File: src/rtl/pc_pkg.sv
// Shared definitions for the program-counter / branch-control stage.
//   - pc_state_t : control FSM states (IDLE, RUN, HALT)
//   - PC_W_DEF   : default program counter width
//   - LUT_AW_DEF : default branch-target LUT index width
//   - pc_word_t  : PC word at the default width
package pc_pkg;

    localparam int PC_W_DEF   = 10;
    localparam int LUT_AW_DEF = 4;

    typedef enum logic [1:0] {
        ST_IDLE = 2'd0,
        ST_RUN  = 2'd1,
        ST_HALT = 2'd2
    } pc_state_t;

    typedef logic [PC_W_DEF-1:0] pc_word_t;

endpackage

File: src/rtl/branch_lut.sv
// Branch/jump target lookup table: 2^LUT_AW entries of PC_W bits.
// Ports:
//   clk, rst_n       - clock, asynchronous active-low clear of every entry
//   we, waddr, wdata - synchronous write port
//   raddr, rdata     - combinational read port (returns the pre-write entry
//                      when a write to the same index is pending this cycle)
module branch_lut
    import pc_pkg::*;
#(
    parameter int PC_W   = PC_W_DEF,
    parameter int LUT_AW = LUT_AW_DEF
) (
    input  logic              clk,
    input  logic              rst_n,
    input  logic              we,
    input  logic [LUT_AW-1:0] waddr,
    input  logic [PC_W-1:0]   wdata,
    input  logic [LUT_AW-1:0] raddr,
    output logic [PC_W-1:0]   rdata
);

    localparam int DEPTH = 1 << LUT_AW;

    logic [PC_W-1:0] mem_r [DEPTH];

    // Entry storage: cleared on reset, written on enabled clock edges.
    always_ff @(posedge clk or negedge rst_n) begin
        if (!rst_n) begin
            for (int i = 0; i < DEPTH; i++) begin
                mem_r[i] <= {PC_W{1'b0}};
            end
        end else if (we) begin
            mem_r[waddr] <= wdata;
        end
    end

    // Combinational read port.
    always_comb begin
        rdata = mem_r[raddr];
    end

endmodule

File: src/rtl/branch_pc_ctrl.sv
// Program counter and branch control following the ALU.
// Ports:
//   clk, rst_n   - clock, asynchronous active-low reset
//   start        - begin execution at PC 0 (from IDLE or HALT)
//   stall        - hold PC, flag and state for this cycle
//   alu_flag     - ALU jump flag; flag_we loads it into flag_q
//   branch_en    - branch to LUT[tgt_idx] when flag_q is set
//   jump_en      - unconditional jump to LUT[tgt_idx]
//   halt         - stop execution, PC holds
//   tgt_idx      - target LUT index
//   lut_we/lut_waddr/lut_wdata - target LUT write port (any state)
//   pc           - instruction fetch address
//   fetch_valid  - high while running
//   flag_q       - registered ALU flag
//   done         - high while halted
module branch_pc_ctrl
    import pc_pkg::*;
#(
    parameter int PC_W   = PC_W_DEF,
    parameter int LUT_AW = LUT_AW_DEF
) (
    input  logic              clk,
    input  logic              rst_n,
    input  logic              start,
    input  logic              stall,
    input  logic              alu_flag,
    input  logic              flag_we,
    input  logic              branch_en,
    input  logic              jump_en,
    input  logic              halt,
    input  logic [LUT_AW-1:0] tgt_idx,
    input  logic              lut_we,
    input  logic [LUT_AW-1:0] lut_waddr,
    input  logic [PC_W-1:0]   lut_wdata,
    output logic [PC_W-1:0]   pc,
    output logic              fetch_valid,
    output logic              flag_q,
    output logic              done
);

    localparam logic [PC_W-1:0] PC_MAX = {PC_W{1'b1}};

    pc_state_t       state_r;
    pc_state_t       state_nxt_s;
    logic [PC_W-1:0] pc_r;
    logic [PC_W-1:0] pc_nxt_s;
    logic            flag_r;
    logic            flag_nxt_s;
    logic [PC_W-1:0] tgt_pc_s;

    branch_lut #(
        .PC_W   (PC_W),
        .LUT_AW (LUT_AW)
    ) u_lut (
        .clk   (clk),
        .rst_n (rst_n),
        .we    (lut_we),
        .waddr (lut_waddr),
        .wdata (lut_wdata),
        .raddr (tgt_idx),
        .rdata (tgt_pc_s)
    );

    // State, PC and flag registers.
    always_ff @(posedge clk or negedge rst_n) begin
        if (!rst_n) begin
            state_r <= ST_IDLE;
            pc_r    <= {PC_W{1'b0}};
            flag_r  <= 1'b0;
        end else begin
            state_r <= state_nxt_s;
            pc_r    <= pc_nxt_s;
            flag_r  <= flag_nxt_s;
        end
    end

    // Next-state, next-PC and next-flag decode.
    always_comb begin
        state_nxt_s = state_r;
        pc_nxt_s    = pc_r;
        flag_nxt_s  = flag_r;
        case (state_r)
            ST_IDLE: begin
                pc_nxt_s = {PC_W{1'b0}};
                if (start) begin
                    state_nxt_s = ST_RUN;
                    flag_nxt_s  = 1'b0;
                end else begin
                    state_nxt_s = ST_IDLE;
                end
            end
            ST_RUN: begin
                if (stall) begin
                    state_nxt_s = ST_RUN;
                end else begin
                    // Branch below reads flag_r, so a same-cycle load only
                    // affects the following instruction.
                    if (flag_we) begin
                        flag_nxt_s = alu_flag;
                    end else begin
                        flag_nxt_s = flag_r;
                    end
                    if (halt) begin
                        state_nxt_s = ST_HALT;
                    end else if (jump_en) begin
                        pc_nxt_s = tgt_pc_s;
                    end else if (branch_en && flag_r) begin
                        pc_nxt_s = tgt_pc_s;
                    end else if (pc_r == PC_MAX) begin
                        // Runaway guard: never wrap past the top address.
                        state_nxt_s = ST_HALT;
                    end else begin
                        pc_nxt_s = pc_r + {{(PC_W-1){1'b0}}, 1'b1};
                    end
                end
            end
            ST_HALT: begin
                if (start) begin
                    state_nxt_s = ST_RUN;
                    pc_nxt_s    = {PC_W{1'b0}};
                    flag_nxt_s  = 1'b0;
                end else begin
                    state_nxt_s = ST_HALT;
                end
            end
            default: begin
                state_nxt_s = ST_IDLE;
                pc_nxt_s    = {PC_W{1'b0}};
                flag_nxt_s  = 1'b0;
            end
        endcase
    end

    // Outputs are the registers themselves or pure state decodes.
    always_comb begin
        pc          = pc_r;
        flag_q      = flag_r;
        fetch_valid = (state_r == ST_RUN);
        done        = (state_r == ST_HALT);
    end

endmodule

File: config.mk
export PLATFORM = sky130hd
export DESIGN_NAME = branch_pc_ctrl
export DESIGN_NICKNAME = d
export VERILOG_FILES = /design/src/rtl/pc_pkg.sv /design/src/rtl/branch_lut.sv /design/src/rtl/branch_pc_ctrl.sv
export SDC_FILE = /design/constraint.sdc
export NUM_CORES = 1
export LEC_CHECK = 0
export ABC_CLOCK_PERIOD_IN_PS = 5400
export BUFFER_PORTS_ARGS = -buffer_cell sky130_fd_sc_hd__buf_2
export CELL_PAD_IN_SITES_DETAIL_PLACEMENT = 1
export CELL_PAD_IN_SITES_GLOBAL_PLACEMENT = 1
export CORE_MARGIN = 8
export CORE_UTILIZATION = 55
export CTS_BUF_LIST = sky130_fd_sc_hd__clkbuf_4 sky130_fd_sc_hd__clkbuf_8 sky130_fd_sc_hd__clkbuf_16
export DETAILED_ROUTE_END_ITERATION = 6
export PLACE_DENSITY_LB_ADDON = 0.05
export SKIP_CTS_REPAIR_TIMING = 1
export SLEW_MARGIN = 5
export SYNTH_ARGS = -nofsm -noshare
export SYNTH_HDL_FRONTEND = slang
export SYNTH_SLANG_ARGS = --single-unit
File: constraint.sdc
create_clock -name clk -period 5.4 [get_ports clk]
set_input_delay 0.54 -clock clk [delete_from_list [all_inputs] [get_ports clk]]
set_output_delay 0.54 -clock clk [all_outputs]
set_load 0.01 [all_outputs]
Word level (Yosys, flattened, before mapping). Cells that the tools add are included.

Add/subtract/negate cells: 1. Multiply operators: 0. Divide/modulo/power cells: 0. Magnitude comparators: 3. Equal/unequal tests: 12. Shifts and indexed selects: 0. Muxes and demuxes: 25. Bitwise gates (word level): 2. Reduce and logical (&&, ||, !) cells: 7.

Operators by type and width (count): 160-bit bitwise mux (1); 10-bit two-way mux (9); 10-bit binary-select mux with 4-bit select (1); 10-bit demux with 4-bit select (1); 10-bit case mux with 2 select lines (1); 2-bit two-way mux (6); 4-bit inequality test (second input constant) (3); 10-bit by 1-bit adder with 10-bit output (second input constant) (1); 10-bit equality test (second input constant) (1); 5-bit >= comparator (second input constant) (2); 4-bit NOT with 5-bit output (2); 2-bit inequality test (second input constant) (4); 2-bit case mux with 3 select lines (1); 3-bit AND reduction (2); 5-bit by 1-bit less-than comparator with 1-bit output (second input constant) (1); 1-bit two-way mux (4); 4-bit by 3-bit inequality test with 1-bit output (second input constant) (1); 4-bit AND reduction (1); 2-bit by 1-bit equality test with 1-bit output (second input constant) (1); 2-bit equality test (second input constant) (1); 1-bit logical AND (2); 2-bit zero test (1); 2-bit by 1-bit inequality test with 1-bit output (second input constant) (1); 1-bit case mux with 2 select lines (1); 2-bit OR reduction (1).

Flip-flop bits (word level): 173. Bits in latches: 0. RAM bits: 0. ROM bits: 0. Input bits: 28. Output and inout bits: 13. Logic and storage cells: 69. Memories: 0.

Longest topological paths before layout.
Word-level depth: 9. Depth in mapped cells: 7. Mapped depth without buffers: 6.

Cells and area by module. Synthesis repeated with hierarchy kept, for this count alone.

Cells, all modules: 547. Area, all modules: 8199.1 sq um.

By module, submodules not included: branch_lut (times used 1, cells each 449, area each 7285.7 sq um, seq. area each 4003.8 sq um); branch_pc_ctrl (times used 1, cells each 98, area each 913.4 sq um, seq. area each 325.3 sq um).

Worst setup path after synthesis. No wires, ideal clock.

Path type: input -> register. Start point: input port tgt_idx[0]. End point: register pc_r[3], in the netlist pc[3]. Library setup time: 0.138 ns. Data arrival time: 2.123 ns. Setup slack: 3.139 ns. Stages: 6. Buffers on the path: 2. Cells stage by stage: clkbuf_1 buf_2 mux4_2 mux4_2 nand2_1 o211ai_1.

Word-level cells in the longest chain between the ends: 9.

Ends and longest elaborated chain: start: declaration (RTL line branch_pc_ctrl.sv:31) `input logic [LUT_AW-1:0] tgt_idx,`; 4-bit NOT with 5-bit output (not written as such) * (RTL line branch_lut.sv:39) `rdata = mem_r[raddr];`; 10-bit binary-select mux with 4-bit select * (RTL line branch_lut.sv:39); 10-bit two-way mux (not written as such) * (2 in a row) (RTL line branch_lut.sv:39); 10-bit two-way mux (RTL line branch_pc_ctrl.sv:107) `end else if (branch_en && flag_r) begin`; 10-bit two-way mux * (RTL line branch_pc_ctrl.sv:105) `end else if (jump_en) begin`; 10-bit two-way mux * (RTL line branch_pc_ctrl.sv:103) `if (halt) begin`; 10-bit two-way mux * (RTL line branch_pc_ctrl.sv:93) `if (stall) begin`; 10-bit case mux with 2 select lines * (RTL line branch_pc_ctrl.sv:82) `case (state_r)`; end signal: assignment (RTL line branch_pc_ctrl.sv:68) `pc_r <= {PC_W{1'b0}};`; end signal: assignment (RTL line branch_pc_ctrl.sv:72) `pc_r <= pc_nxt_s;`; end: declaration (RTL line branch_pc_ctrl.sv:45) `logic [PC_W-1:0] pc_r;`.

Mark *: on every way between the ends. The rest lies on a longest branch, timed or not. The select of a mux whose other input is x is not followed. A chain may end at the register's enable or synchronous reset.

Worst setup path after layout.
Start point: register pc_r[0], in the netlist pc[0]. End point: register pc_r[6], in the netlist pc[6].

Word-level cells in the longest chain between the ends: 7. Elaborated cells on any way between the ends: 10. Those cells by class: add/sub (1); eq/ne (2); mux (6); reduce/logical (1).

Ends and longest elaborated chain: 10-bit by 1-bit adder with 10-bit output (RTL line branch_pc_ctrl.sv:113) `pc_nxt_s = pc_r + {{(PC_W-1){1'b0}}, 1'b1};`; 10-bit two-way mux (RTL line branch_pc_ctrl.sv:109) `end else if (pc_r == PC_MAX) begin`; 10-bit two-way mux (RTL line branch_pc_ctrl.sv:107); 10-bit two-way mux (RTL line branch_pc_ctrl.sv:105); 10-bit two-way mux (RTL line branch_pc_ctrl.sv:103); 10-bit two-way mux (RTL line branch_pc_ctrl.sv:93); 10-bit case mux with 2 select lines (RTL line branch_pc_ctrl.sv:82).

Several ways; a longest one is shown, not always the timed one. The select of a mux whose other input is x is not followed.

==> impl_metrics.env <==
export IMPL_synthMuxAreaShare_pct=36.5
export IMPL_r2r_end="pc[6]"
export IMPL_grt_pass1_wl_mm=34.6
export IMPL_vias=4985
export IMPL_cts_sinks=173
export IMPL_rsz0062_at_grt="false"
export IMPL_syn_inst=524
export IMPL_root_buffer="clkbuf_16"
export IMPL_hold_viol_final=0
export IMPL_grt_pass1_vias=5614
export IMPL_insertion_delay_ns=0.43
export IMPL_detailed_place_hpwl_mm=13.5
export IMPL_synth_simple_gate_area_share_pct=4.39
export IMPL_seq_power_share_pct=46.3
export IMPL_maxSlewHeadroom_pct=23.4
export IMPL_ys_warn_count=0
export IMPL_io_buffers=40
export IMPL_synth_most_common_cell="dfrtp_1"
export IMPL_synth_avg_cell_area_um2=15.3
export IMPL_placementRows=44
export IMPL_ys_seq_area_share_pct=54.1
export IMPL_switching_share_pct=26.2
export IMPL_die_area_mm2=0.0187
export IMPL_required_ns=5.74
export IMPL_yosysTopAreaCellShare_pct=54.1
export IMPL_drt_iter0_drc=428
export IMPL_initial_core_util_pct=55.7
export IMPL_cp_top_family="simple AND/OR/NAND/NOR gates"
export IMPL_maxSlewViolCount=0
export IMPL_synth_compound_area_share_pct=2.91
export IMPL_p_int_w=0.00286
export IMPL_layout_setup_ws_ns=2.73
export IMPL_r2r_start="pc[0]"
export IMPL_finClkSkew_ns=0.0107
export IMPL_coreArea_mm2=0.0144
export IMPL_grt_overflow_total=0
export IMPL_fillers=1316
export IMPL_async_flop_share_pct=100
export IMPL_synth_area_leader_cell="dfrtp_1"
export IMPL_die_y_um=137
export IMPL_reg2reg_depth=6
export IMPL_clk_pin_slew_ns=0.07
export IMPL_final_setup_tns_ns=0
export IMPL_period_share_pct=49.5
export IMPL_max_freq_ghz=0.374
export IMPL_netlist_cell_type_count=41
export IMPL_post_drt_wl_per_cell_um=28.9
export IMPL_p_clk_share_pct=35.2
export IMPL_start_kind="flip-flop"
export IMPL_nNetsFinal=593
export IMPL_area_growth_pct=13.2
export IMPL_critical_path_buf_inv_count=0
export IMPL_synth_area_mm2=0.00800
export IMPL_synthXorXnorAreaFrac_pct=0
export IMPL_total_leakage_power_nw=3.91
export IMPL_synth_nets=553
export IMPL_synthAdderAreaFrac_pct=0.156
export IMPL_post_place_ws_ns=2.44
export IMPL_grt_usage_pct=25.5
export IMPL_synthTopCellsByArea="dfrtp_1 (54%), mux2_2 (23%), mux4_2 (14%), clkbuf_1 (0.99%), nand2_1 (0.70%)"
export IMPL_wl_met2_mm=10.9
export IMPL_ioPinCount=41
export IMPL_fin_area_mm2=0.00906
export IMPL_setup_viol=0
export IMPL_cts_tree="built"
export IMPL_timing_reg2reg_setup_slack_ns=2.73
export IMPL_viasPerCell=6.55
export IMPL_fp_dieW_um=137
export IMPL_wl_met1_mm=9.11
export IMPL_synth_seq_cells=173
export IMPL_drc_errors=0
export IMPL_synth_top_family_by_area="multiplexers"
export IMPL_dr_wl_met3_mm=1.41
export IMPL_drtPass1Iterations=4
export IMPL_arrival_ns=3.01
export IMPL_synth_edf_count=0
export IMPL_ant_nets=0
export IMPL_antenna_found_initial=0
export IMPL_cp_cell_sequence="ha_1 -> nand3_1 -> o41ai_2 -> nor3_1 -> nand2_1 -> o211ai_1"
export IMPL_place_congestion=0.778
export IMPL_worstMarginPinSlew_ns=1.14
export IMPL_cts_buffer_depth=2
export IMPL_min_path_type="primary input to async pin"
export IMPL_maxCapViolCount=0
export IMPL_outcome="completed"
export IMPL_synth_commonest_cells="dfrtp_1 (173), mux2_2 (160), mux4_2 (48), clkbuf_1 (21), nand2_1 (15)"
export IMPL_synth_main_ff_cell="dfrtp_1"
export IMPL_cts_buffers=17
export IMPL_post_route_util_pct=63.1
export IMPL_drive_above_1_share_pct=51.5
export IMPL_h_tree_depth=4
export IMPL_power_switching_w=0.00101
export IMPL_path_max_fanout=8
export IMPL_irDropWorstVdd_v=0.000284
export IMPL_critPathSlowestCell="nor3_1"
export IMPL_grt_max_degree=77
export IMPL_maxUsedRoutingLayer="met4"
export IMPL_wl_mm=22.0
export IMPL_place_area_mm2=0.00840
export IMPL_post_route_min_period_ns=2.67
export IMPL_power_total_w=0.00387
export IMPL_power_density_mw_per_mm2=427
export IMPL_pwr_share_comb_pct=18.5
export IMPL_diodes=0
export IMPL_slowest_delay_ns=0.94
export IMPL_crit_path_end_kind="flip-flop"
export IMPL_critPathKind="flip-flop to flip-flop"
==> layout by cell type (no fill, tap or decap), types with 2 or more instances in the layout <==
| master | count |
|---|---|
| clkinv_4 | 2 |
| buf_2 | 39 |
| clkbuf_16 | 17 |
| o21ai_0 | 8 |
| a21oi_1 | 2 |
| nand2b_1 | 6 |
| and3_1 | 3 |
| or3_1 | 3 |
| and2_1 | 3 |
| o31ai_1 | 2 |
| nor3_1 | 3 |
| a211oi_1 | 2 |
| inv_1 | 7 |
| nor4_1 | 3 |
| nand3b_1 | 3 |
| a22oi_1 | 2 |
| clkinvlp_4 | 3 |
| o21ai_1 | 2 |
| inv_6 | 2 |
| nor2_1 | 11 |
| nand4_1 | 5 |
| mux2i_1 | 4 |
| o211ai_1 | 4 |
| bufinv_16 | 5 |
| buf_4 | 10 |
| nand2_1 | 15 |
| mux2_2 | 160 |
| a31oi_1 | 2 |
| mux4_2 | 48 |
| nor2b_1 | 2 |
| nand3_1 | 6 |
| nor2_2 | 3 |
| dfrtp_1 | 173 |
==> worst register-to-register path: cells and delay by family, from the launching register on <==
family	cells	cell delay, ns
adder cells (fa/ha/maj)	1	0.27
flip-flops	1	0.45
AND/OR/NAND/NOR	3	1.44
AO/OA/AOI/OAI	2	0.44
==> per-stage QoR <==
stage                     hold slack, ns  std cells
final                              0.136        761
after global routing               0.185        761
after CTS                          0.170        761
after detailed placement           0.491        729
after global placement             0.482        729
after floorplan                    0.244        524
==> how the worst max path moves through the flow <==
| stage | start | end | slack [ns] | depth (start not counted) |
|---|---|---|---|---|
| floorplan | tgt_idx[0] | pc[3] | 3.14 | 6 |
| global placement | tgt_idx[0] | pc[4] | 2.51 | 6 |
| detailed placement | tgt_idx[0] | pc[4] | 2.44 | 6 |
| CTS | pc[0] | pc[3] | 2.77 | 6 |
| global route | pc[0] | pc[6] | 2.57 | 6 |
| finish | pc[0] | pc[6] | 2.73 | 6 |
==> cell families after synthesis <==
logic type | after synthesis
buffers and inverters | 36
adders and majority gates | 1
muxes | 212
AOI/OAI and AO/OA | 33
DFF | 173
and+or+nand+nor | 69
==> state kept, by name (all words and copies together) (netlist names) <==
| register | count |
|---|---|
| pc | 10 |
| state_r | 2 |
| flag_q | 1 |
| u_lut.mem_r | 160 |
==> power by group through the flow <==
| stage | Sequential (W) | Clock (W) | Combinational, W |
|---|---|---|---|
| 3_5_place_dp | 0.00179 | 0 | 0.000708 |
| 3_3_place_gp | 0.00177 | 0 | 0.000666 |
| 6_report | 0.00179 | 0.00136 | 0.000718 |
| 2_1_floorplan | 0.00172 | 0 | 0.000526 |
| 5_1_grt | 0.00182 | 0.00144 | 0.000778 |
| 4_1_cts | 0.00179 | 0.00138 | 0.000726 |
==> routing by layer <==
layer	GRT usage, %	up-vias
li1	-	2063
met1	34.1	2707
met2	40.4	178
met3	5.21	37
met4	9.88	0
met5	0	-
==> cell type report <==
class                           instances  area [µm²]  share of cell area [%]
Clock buffer                           19         447                    4.93
Clock inverter                         13         213                    2.35
Inverter                                7        26.3                   0.290
Multi-Input combinational cell        315        3530                    39.0
Sequential cell                       173        4330                    47.8
Tap cell                              184         230                    2.54
Timing Repair Buffer                   50         282                    3.11
Power figures use the tool's default switching activity.
